$ cat config.mk
export PLATFORM = sky130hd
export DESIGN_NAME = id_stage_elastic
export DESIGN_NICKNAME = d
export VERILOG_FILES = /design/src/rtl/id_stage_elastic_pkg.sv /design/src/rtl/id_stage_elastic_decoder.sv /design/src/rtl/id_stage_elastic.sv
export SDC_FILE = /design/constraint.sdc
export NUM_CORES = 1
export LEC_CHECK = 0
export CAP_MARGIN = 10
export CORE_MARGIN = 3
export CORE_UTILIZATION = 60
export CTS_BUF_LIST = sky130_fd_sc_hd__clkbuf_8
export CTS_CLUSTER_DIAMETER = 120
export DETAILED_ROUTE_END_ITERATION = 6
export DONT_BUFFER_PORTS = 1
export GPL_TIMING_DRIVEN = 0
export PLACE_DENSITY = 0.79
export SYNTH_ARGS = -nofsm -noshare
export SYNTH_HDL_FRONTEND = slang
export SYNTH_HIERARCHICAL = 1
export SYNTH_SLANG_ARGS = --single-unit
$ cat constraint.sdc
create_clock -name clk -period 13 [get_ports clk]
set_clock_uncertainty 0.1 [all_clocks]
set_input_delay 1.95 -clock clk [delete_from_list [all_inputs] [get_ports clk]]
set_output_delay 1.95 -clock clk [all_outputs]
set_load 0.02 [all_outputs]
$ cat src/rtl/id_stage_elastic_pkg.sv
// RV32I encodings and the core pipeline types shared by the decode stage.
// rv32i holds instruction encodings; core holds the inter-stage structs.
package rv32i;
    typedef enum logic [6:0] {
        OPC_LUI    = 7'b0110111,
        OPC_AUIPC  = 7'b0010111,
        OPC_JAL    = 7'b1101111,
        OPC_JALR   = 7'b1100111,
        OPC_BRANCH = 7'b1100011,
        OPC_LOAD   = 7'b0000011,
        OPC_STORE  = 7'b0100011,
        OPC_OP     = 7'b0110011,
        OPC_IMM_OP = 7'b0010011
    } opcode_e;

    localparam logic [2:0] F3_JALR      = 3'd0;
    localparam logic [2:0] F3_ADD_SUB   = 3'd0;
    localparam logic [2:0] F3_SLL       = 3'd1;
    localparam logic [2:0] F3_SRL_SRA   = 3'd5;
    localparam logic [2:0] F3_STORE_MAX = 3'd2;
    localparam logic [6:0] F7_BASE      = 7'h00;
    localparam logic [6:0] F7_ALT       = 7'h20;
endpackage

package core;
    localparam int unsigned XLEN = 32;

    typedef struct packed {
        logic [31:0] pc;
        logic [31:0] inst;
        logic        valid;
    } if_id_t;

    typedef struct packed {
        logic [4:0] rs1_num;
        logic [4:0] rs2_num;
    } rf_read_req_t;

    typedef struct packed {
        logic [XLEN-1:0] rs1_value;
        logic [XLEN-1:0] rs2_value;
    } rf_read_rsp_t;

    typedef struct packed {
        logic [6:0]  opcode;
        logic [2:0]  funct3;
        logic [6:0]  funct7;
        logic [4:0]  rs1_num;
        logic [4:0]  rs2_num;
        logic [4:0]  rd_num;
        logic [31:0] imm;
        logic        has_rs1;
        logic        has_rs2;
        logic        has_rd;
        logic        illegal;
    } de_inst_t;

    typedef struct packed {
        logic [31:0]     pc;
        logic [31:0]     inst;
        de_inst_t        de_inst;
        logic [XLEN-1:0] rs1_value;
        logic [XLEN-1:0] rs2_value;
        logic            valid;
    } id_ex_t;

    localparam id_ex_t id_ex_rst = '0;
endpackage

$ cat src/rtl/id_stage_elastic_decoder.sv
// Combinational RV32I decoder: instruction word to de_inst_t with legality check.
module id_decoder
    import rv32i::*;
(
    input  logic [31:0]    inst,
    output core::de_inst_t de_inst
);
    logic [6:0]  opcode;
    logic [2:0]  funct3;
    logic [6:0]  funct7;
    logic        use_rs1, use_rs2, use_rd, illegal;
    logic [31:0] imm;

    assign opcode = inst[6:0];
    assign funct3 = inst[14:12];
    assign funct7 = inst[31:25];

    always_comb begin
        use_rs1 = 1'b0;
        use_rs2 = 1'b0;
        use_rd  = 1'b0;
        illegal = 1'b0;
        imm     = '0;
        case (opcode)
            OPC_LUI, OPC_AUIPC: begin
                use_rd = 1'b1;
                imm    = {inst[31:12], 12'b0};
            end
            OPC_JAL: begin
                use_rd = 1'b1;
                imm    = {{12{inst[31]}}, inst[19:12], inst[20], inst[30:21], 1'b0};
            end
            OPC_JALR: begin
                use_rs1 = 1'b1;
                use_rd  = 1'b1;
                imm     = {{20{inst[31]}}, inst[31:20]};
                illegal = (funct3 != F3_JALR);
            end
            OPC_BRANCH: begin
                use_rs1 = 1'b1;
                use_rs2 = 1'b1;
                imm     = {{20{inst[31]}}, inst[7], inst[30:25], inst[11:8], 1'b0};
                illegal = (funct3[2:1] == 2'b01);
            end
            OPC_LOAD: begin
                use_rs1 = 1'b1;
                use_rd  = 1'b1;
                imm     = {{20{inst[31]}}, inst[31:20]};
                illegal = (funct3 == 3'd3) || (funct3[2:1] == 2'b11);
            end
            OPC_STORE: begin
                use_rs1 = 1'b1;
                use_rs2 = 1'b1;
                imm     = {{20{inst[31]}}, inst[31:25], inst[11:7]};
                illegal = (funct3 > F3_STORE_MAX);
            end
            OPC_OP: begin
                use_rs1 = 1'b1;
                use_rs2 = 1'b1;
                use_rd  = 1'b1;
                illegal = !((funct7 == F7_BASE) ||
                            (funct7 == F7_ALT && (funct3 == F3_ADD_SUB || funct3 == F3_SRL_SRA)));
            end
            OPC_IMM_OP: begin
                use_rs1 = 1'b1;
                use_rd  = 1'b1;
                imm     = {{20{inst[31]}}, inst[31:20]};
                illegal = ((funct3 == F3_SLL) && (funct7 != F7_BASE)) ||
                          ((funct3 == F3_SRL_SRA) && (funct7 != F7_BASE) && (funct7 != F7_ALT));
            end
            default: illegal = 1'b1;
        endcase
        // Illegal entries carry no operand/destination usage so EX sees a clean trap.
        if (illegal) begin
            use_rs1 = 1'b0;
            use_rs2 = 1'b0;
            use_rd  = 1'b0;
            imm     = '0;
        end
    end

    always_comb begin
        de_inst         = '0;
        de_inst.opcode  = opcode;
        de_inst.funct3  = funct3;
        de_inst.funct7  = funct7;
        de_inst.rs1_num = inst[19:15];
        de_inst.rs2_num = inst[24:20];
        de_inst.rd_num  = inst[11:7];
        de_inst.imm     = imm;
        de_inst.has_rs1 = use_rs1;
        de_inst.has_rs2 = use_rs2;
        de_inst.has_rd  = use_rd;
        de_inst.illegal = illegal;
    end
endmodule

$ cat src/rtl/id_stage_elastic.sv
// Elastic decode stage: decodes IF entries into a DEPTH-slot FIFO whose
// buffered operands track writeback until they leave for EX.
module id_stage_elastic #(
    parameter int unsigned XLEN  = 32,
    parameter int unsigned DEPTH = 2
) (
    input  logic                       clk,
    input  logic                       rst,
    input  logic                       en,
    input  logic                       flush,
    input  logic                       in_valid,
    output logic                       in_rdy,
    input  core::if_id_t               if_id,
    output core::rf_read_req_t         rf_read_req,
    input  core::rf_read_rsp_t         rf_read_rsp,
    input  logic                       wb_valid,
    input  logic [4:0]                 wb_rd_num,
    input  logic [XLEN-1:0]            wb_value,
    output logic                       out_valid,
    input  logic                       out_rdy,
    output core::id_ex_t               id_ex,
    output logic [$clog2(DEPTH+1)-1:0] occupancy
);
    localparam int unsigned CW = $clog2(DEPTH + 1);
    localparam int unsigned PW = (DEPTH > 1) ? $clog2(DEPTH) : 1;

    core::id_ex_t   slot [DEPTH];
    logic [PW-1:0]  rd_ptr, wr_ptr;
    logic [CW-1:0]  count;
    core::de_inst_t dec;
    core::id_ex_t   entry_in;
    logic           push, pop, wb_hit;

    function automatic logic [PW-1:0] next_ptr(input logic [PW-1:0] p);
        return (p == PW'(DEPTH - 1)) ? '0 : p + PW'(1);
    endfunction

    id_decoder u_dec (
        .inst   (if_id.inst),
        .de_inst(dec)
    );

    assign rf_read_req.rs1_num = if_id.inst[19:15];
    assign rf_read_req.rs2_num = if_id.inst[24:20];

    assign out_valid = (count != '0);
    assign in_rdy    = en && !flush && ((count < CW'(DEPTH)) || out_rdy);
    assign push      = in_valid && in_rdy;
    assign pop       = out_valid && out_rdy;
    assign id_ex     = out_valid ? slot[rd_ptr] : core::id_ex_rst;
    assign occupancy = count;
    assign wb_hit    = wb_valid && (wb_rd_num != 5'd0);

    always_comb begin
        entry_in           = core::id_ex_rst;
        entry_in.pc        = if_id.pc;
        entry_in.inst      = if_id.inst;
        entry_in.de_inst   = dec;
        entry_in.valid     = if_id.valid;
        entry_in.rs1_value = (wb_hit && dec.has_rs1 && wb_rd_num == dec.rs1_num)
                             ? wb_value : rf_read_rsp.rs1_value;
        entry_in.rs2_value = (wb_hit && dec.has_rs2 && wb_rd_num == dec.rs2_num)
                             ? wb_value : rf_read_rsp.rs2_value;
    end

    always_ff @(posedge clk or posedge rst) begin
        if (rst) begin
            count  <= '0;
            rd_ptr <= '0;
            wr_ptr <= '0;
            for (int unsigned i = 0; i < DEPTH; i++) slot[i] <= core::id_ex_rst;
        end else if (flush) begin
            count  <= '0;
            rd_ptr <= '0;
            wr_ptr <= '0;
        end else begin
            // Snoop every slot; a push into the same slot below takes precedence.
            if (wb_hit) begin
                for (int unsigned i = 0; i < DEPTH; i++) begin
                    if (slot[i].de_inst.has_rs1 && slot[i].de_inst.rs1_num == wb_rd_num)
                        slot[i].rs1_value <= wb_value;
                    if (slot[i].de_inst.has_rs2 && slot[i].de_inst.rs2_num == wb_rd_num)
                        slot[i].rs2_value <= wb_value;
                end
            end
            if (push) begin
                slot[wr_ptr] <= entry_in;
                wr_ptr       <= next_ptr(wr_ptr);
            end
            if (pop) rd_ptr <= next_ptr(rd_ptr);
            case ({push, pop})
                2'b10:   count <= count + CW'(1);
                2'b01:   count <= count - CW'(1);
                default: count <= count;
            endcase
        end
    end
endmodule

==> results of run 1 <==
report_power, final:
| part | leakage (nW) | internal, mW | total (mW) | switching [mW] |
|---|---|---|---|---|
| clock | 0.805 | 0.625 | 1.15 | 0.529 |
| combinational | 4.36 | 0.306 | 0.631 | 0.324 |
| sequential | 4.92 | 1.48 | 1.62 | 0.139 |
cell usage after synthesis, types with 13 or more instances:
master / n / share of area (%)
dfrtp_1: 398 / 45
buf_1: 50 / 0.85
nor3_1: 148 / 3.4
mux2i_1: 327 / 15
buf_6: 13 / 0.66
a211oi_1: 13 / 0.44
buf_4: 52 / 1.8
o221a_2: 68 / 3.5
nor2_1: 275 / 4.7
clkbuf_1: 106 / 1.8
o221a_1: 60 / 3.1
mux2_2: 266 / 14
a22oi_1: 13 / 0.44
or2_2: 33 / 0.93
xnor2_1: 16 / 0.63
buf_2: 26 / 0.59
xor2_1: 17 / 0.67
nand2_1: 22 / 0.37
critical path, cell delays in order (launching register included):
cell      delay (ns)
dfrtp_1         0.56
nor2_1          1.02
clkbuf_1        0.73
clkbuf_1        0.53
nor2_1          0.32
final timing paths:
| check | startpoint | endpoint | slack [ns] |
|---|---|---|---|
| worst max-delay path | occupancy[1] | id_ex[67] | 7.19 |
| worst min-delay path | slot[327] | slot[327] | 0.40 |
| worst max register to register | occupancy[1] | slot[336] | 9.83 |
| worst min register to register | slot[327] | slot[327] | 0.40 |
| max in group asynchronous | rst | slot[364] | 10.15 |
| min in group asynchronous | rst | slot[58] | 1.21 |
through the flow:
stage	instance area, um2	worst slack (ns)	power, mW	hold WS [ns]
floorplan	22100	5.59	2.09	0.379
global placement	22700	3.68	2.21	0.386
detailed placement	22900	7.87	2.26	0.392
CTS	24300	7.19	3.41	0.404
global route	24300	7.07	3.55	0.409
finish	24300	7.19	3.40	0.403
state kept, by name (all words and copies together) (netlist names):
register   cells
slot         394
wr_ptr         1
occupancy      2
rd_ptr         1
cells by family (layout without fill, tap and decap cells):
logic type	count (synthesis)	in the layout	share of synthesized area [%]
xor+xnor	33	33	1.31
buf+inv	251	383	5.73
other cells	0	2	0
mux	593	593	28.4
simple gates	533	533	11.2
compound gates	180	180	8.33
flops	398	398	45.1
routing by layer:
metal | wire length (um) | vias to the layer above
li1 | - | 7307
met1 | 25600 | 8486
met2 | 32800 | 893
met3 | 6720 | 180
met4 | 2570 | 2
met5 | 13 | -
final cells by class:
| class | count | area share [%] |
|---|---|---|
| tap | 461 | 2.38 |
| inverter | 4 | 0.0773 |
| clock inverter | 35 | 0.804 |
| multi-input combinational | 1339 | 44.8 |
| buffer | 247 | 5.16 |
| timing repair buffer | 10 | 0.824 |
| antenna | 2 | 0.0206 |
| sequential | 398 | 41.0 |
| clock buffer | 87 | 4.93 |
==> results_dict.tcl, run 1 <==
set metrics [dict create \
    run_status "finished, final reports clean" \
    synth_nets 2161 \
    antenna_found_initial 1 \
    final-hold-violation-count 0 \
    syn_to_final_growth_pct 9.85 \
    fin_util_pct 67.6 \
    port_buffers 0 \
    cts_buffer_depth 3 \
    ys_types 47 \
    grt_pass1_wl_um 103000 \
    initial_core_util_pct 61.5 \
    hold_path.class "reg -> reg" \
    final_cell_mix "dfrtp_1, mux2i_1, nor2_1" \
    post_drt_wl_per_cell_um 26.2 \
    clock.fmax_ghz 0.172 \
    grtUsageMet3_pct 10.1 \
    met2_usage_pct 56.7 \
    fillers 2743 \
    met1_usage_pct 41.8 \
    clkTransAtPathRegs_ns 0.06 \
    worst_setup_path_end_kind "output pin" \
    ys.flop_type "dfrtp_1" \
    drc 0 \
    rsz0062_at_grt "false" \
    grt.busiest_layer "met2" \
    drtPass1Iterations 7 \
    worst_slew_pin_slew_ns 1.24 \
    crit_required_ns 10.95 \
    synth_edf_count 0 \
    dp_cells 2459 \
    stdcell_count 2583 \
    power.density_mw_per_mm2 140 \
    relSlewSlack_pct 16.9 \
    grt.total_usage_pct 34.0 \
    drt_iter0_markers 1531 \
    start_kind "flop" \
    globalplace.congestion 0.936 \
    ys_seq_area_share_pct 45.1 \
    hold_buffers 0 \
    vias 16900 \
    vias_per_cell 6.53 \
    nets 2243 \
    drv_slew 0 \
    fp-row-count 69 \
    ys_warn_count 6 \
    drv_cap 0 \
    grt_pass1_vias 17500 \
    drive_gt1_share_pct 27.3 \
    clk_latency_ns 0.61 \
    r2r_cells 5 \
    multi_input_area_mm2 0.0109 \
    cts_tree "yes" \
    post-dp-hpwl_um 49200 \
    core_area_mm2 0.0359 \
    ios 384 \
    ir_drop_mv 0.100 \
    period_minus_slack_ns 5.81 \
    fin_crit_sh_pct 44.7 \
    critPathMaxFanout 10 \
    cts_num_sinks 398 \
    crit_type "reg -> out" \
    ctsResizeCount 0 \
    grt_overflow 0 \
    die_area_mm2 0.0392 \
    setup_viol 0 \
    synth_area_per_cell_um2 11.1 \
    htree_levels 3 \
    cts-buffers-inserted 70 \
    netlist_instances 1988 \
    final_common_cell "dfrtp_1" \
    holdPathStages 1 \
    postRouteAntennaNets 0 \
    p_leak_nw 10.1 \
    die_h_um 198 \
    seq_area_mm2 0.00996 \
    async_flop_share_pct 100 \
    wirelength_um 67700 \
    fin_tns_setup_ns 0 \
    grt_max_degree 47 \
    dieWidth_um 198 \
    cts_root_buf "clkbuf_8" \
    crit_arrival_ns 3.76 \
    synth-seq-cells 398 \
    synth.cell_area_mm2 0.0221 \
    cts_setup_buffers 0 \
]
(Power assumes the default switching activity.)
==> run 2, diff against run 1 <==
--- a/config.mk
+++ b/config.mk
@@ -7,13 +7,13 @@
 export LEC_CHECK = 0
 export CAP_MARGIN = 10
 export CORE_MARGIN = 3
-export CORE_UTILIZATION = 60
+export CORE_UTILIZATION = 61
 export CTS_BUF_LIST = sky130_fd_sc_hd__clkbuf_8
 export CTS_CLUSTER_DIAMETER = 120
 export DETAILED_ROUTE_END_ITERATION = 6
 export DONT_BUFFER_PORTS = 1
 export GPL_TIMING_DRIVEN = 0
-export PLACE_DENSITY = 0.79
+export PLACE_DENSITY = 0.77
 export SYNTH_ARGS = -nofsm -noshare
 export SYNTH_HDL_FRONTEND = slang
 export SYNTH_HIERARCHICAL = 1
==> constraint.sdc (replaced) <==
create_clock -name clk -period 5.49 [get_ports clk]
set_clock_uncertainty 0.1 [all_clocks]
set_input_delay 0.8235 -clock clk [delete_from_list [all_inputs] [get_ports clk]]
set_output_delay 0.8235 -clock clk [all_outputs]
set_load 0.02 [all_outputs]
==> results_dict.tcl, run 2 (same netlist as run 1, synthesis figures left out) <==
set metrics [dict create \
    critPathMaxFanout 10 \
    rsz0062_at_grt "false" \
    worst_slew_pin_slew_ns 1.01 \
    crit_slowest_cell "nor2_1" \
    setup_viol 0 \
    dieWidth_um 196 \
    cts_tree "yes" \
    max_stage_delay_ns 0.85 \
    design_area_mm2 0.0243 \
    cts_root_buf "clkbuf_8" \
    vias_per_cell 6.55 \
    antenna_found_initial 2 \
    relSlewSlack_pct 32.3 \
    path_buf_inv 2 \
    drv_slew 0 \
    p_leak_nw 10.1 \
    die_area_mm2 0.0386 \
    post_drt_wl_per_cell_um 26.1 \
    vias 16900 \
    ios 384 \
    power.density_mw_per_mm2 331 \
    start_kind "flop" \
    run_status "finished, final reports clean" \
    crit_arrival_ns 3.73 \
    drive_gt1_share_pct 27.4 \
    cts-buffers-inserted 70 \
    combPwrFrac_pct 18.4 \
    switchingPower_mw 2.35 \
    clock.fmax_ghz 0.215 \
    grt_pass1_wl_um 103000 \
    pwr-share-seq_pct 47.5 \
    hold_path.class "in -> reg" \
    drv_cap 0 \
    postRouteAntennaNets 0 \
    postPlaceCellArea_mm2 0.0229 \
    critical-path-top-delay-family "buffers and inverters" \
    ir_drop_mv 0.255 \
    grt_max_degree 44 \
    clk_latency_ns 0.64 \
    hold_path.startpoint "if_id[1]" \
    rr_startpoint "occupancy[1]" \
    ctsResizeCount 0 \
    final_common_cell "dfrtp_1" \
    r2r_cells 5 \
    crit_required_ns 4.57 \
    min_to "slot[330]" \
    drc 0 \
    clkTransAtPathRegs_ns 0.06 \
    registers.top_by_ff_count "slot" \
    worst_setup_path_end_kind "output pin" \
    whs_ns 0.228 \
    grt.total_usage_pct 34.4 \
    drt_iter0_markers 1357 \
    cts_setup_buffers 0 \
    wirelength_um 67400 \
    drtPass1Iterations 6 \
    ff2ff_setup_slack_ns 2.37 \
    die_h_um 196 \
    holdPathStages 1 \
    grt_overflow 0 \
    fin_crit_sh_pct 84.7 \
    intPower_mw 5.70 \
    pwr-share-clk_pct 34.0 \
    cts_buffer_depth 3 \
    nets 2244 \
    port_buffers 0 \
    path_cells "nor2_1 -> clkbuf_1 -> clkbuf_1 -> nor2_1" \
    grt_pass1_vias 17500 \
    final-hold-violation-count 0 \
    switching_share_pct 29.1 \
    r2r-end "slot[337]" \
    core_area_mm2 0.0357 \
    final_cell_mix "dfrtp_1, mux2i_1, nor2_1" \
    period_minus_slack_ns 4.65 \
    htree_levels 3 \
    cts_num_sinks 398 \
    initial_core_util_pct 62.0 \
    post-dp-hpwl_um 48600 \
    fp-row-count 69 \
    globalplace.congestion 0.926 \
    fillers 2782 \
    crit_type "reg -> out" \
    largest_reg_flops 394 \
    syn_to_final_growth_pct 9.87 \
    hold_buffers 1 \
]
[run 2: cell count changes in the layout (fill, tap and decap cells not counted), sizes merged]
cell,change
clkinv,+3
clkinvlp,-1
diode,+2
dlygate4sd3,+1
inv,-6
[run 2: layout make-up]
cell class                      instances  area (um2)  share of cell area (%)
Multi-Input combinational cell       1339       10900                    44.8
Tap cell                              461         577                    2.38
Timing Repair Buffer                   11         210                   0.866
Clock inverter                         31         183                   0.752
Clock buffer                           87        1200                    4.93
Buffer                                247        1250                    5.16
Antenna cell                            4        10.0                  0.0412
Inverter                                4        18.8                  0.0773
Sequential cell                       398        9960                    41.0
[run 2: stage by stage]
step | instances | util [%] | TNS, ns | worst slack [ns] | power, mW
2_1_floorplan | 1988 | - | -314.93 | -0.791 | 4.95
3_3_place_gp | 2449 | 63.6 | -1037.91 | -2.66 | 5.24
3_5_place_dp | 2459 | 64.2 | 0 | 1.59 | 5.33
4_1_cts | 2578 | 68.1 | 0 | 0.905 | 8.07
5_1_grt | 2580 | 68.1 | 0 | 0.827 | 8.39
6_report | 2582 | 68.1 | 0 | 0.841 | 8.05
[run 2: how the worst max path moves through the flow]
stage,slack (ns),end,cells past startpoint,start
after floorplan,-0.79,occupancy[0],1,rst
after global placement,-2.66,slot[171],1,rst
after detailed placement,1.59,id_ex[66],4,occupancy[1]
after CTS,0.90,id_ex[66],4,occupancy[1]
after global routing,0.83,id_ex[66],4,occupancy[1]
final,0.84,id_ex[66],4,occupancy[1]
[run 2: routing by layer]
layer | track usage (%) | part of all wire (%) | vias up
met5 | 0 | 0 | -
met4 | 15.6 | 5.0 | 0
met3 | 10.0 | 9.9 | 222
met2 | 56.3 | 47 | 935
met1 | 42.8 | 38 | 8427
li1 | - | - | 7322
[run 2: power by group through the flow]
stage          combinational, mW  sequential [mW]  clock (mW)
6_report                    1.48             3.83        2.74
5_1_grt                     1.60             3.88        2.91
4_1_cts                     1.49             3.81        2.77
3_5_place_dp                1.48             3.86           0
3_3_place_gp                1.41             3.83           0
2_1_floorplan               1.19             3.76           0
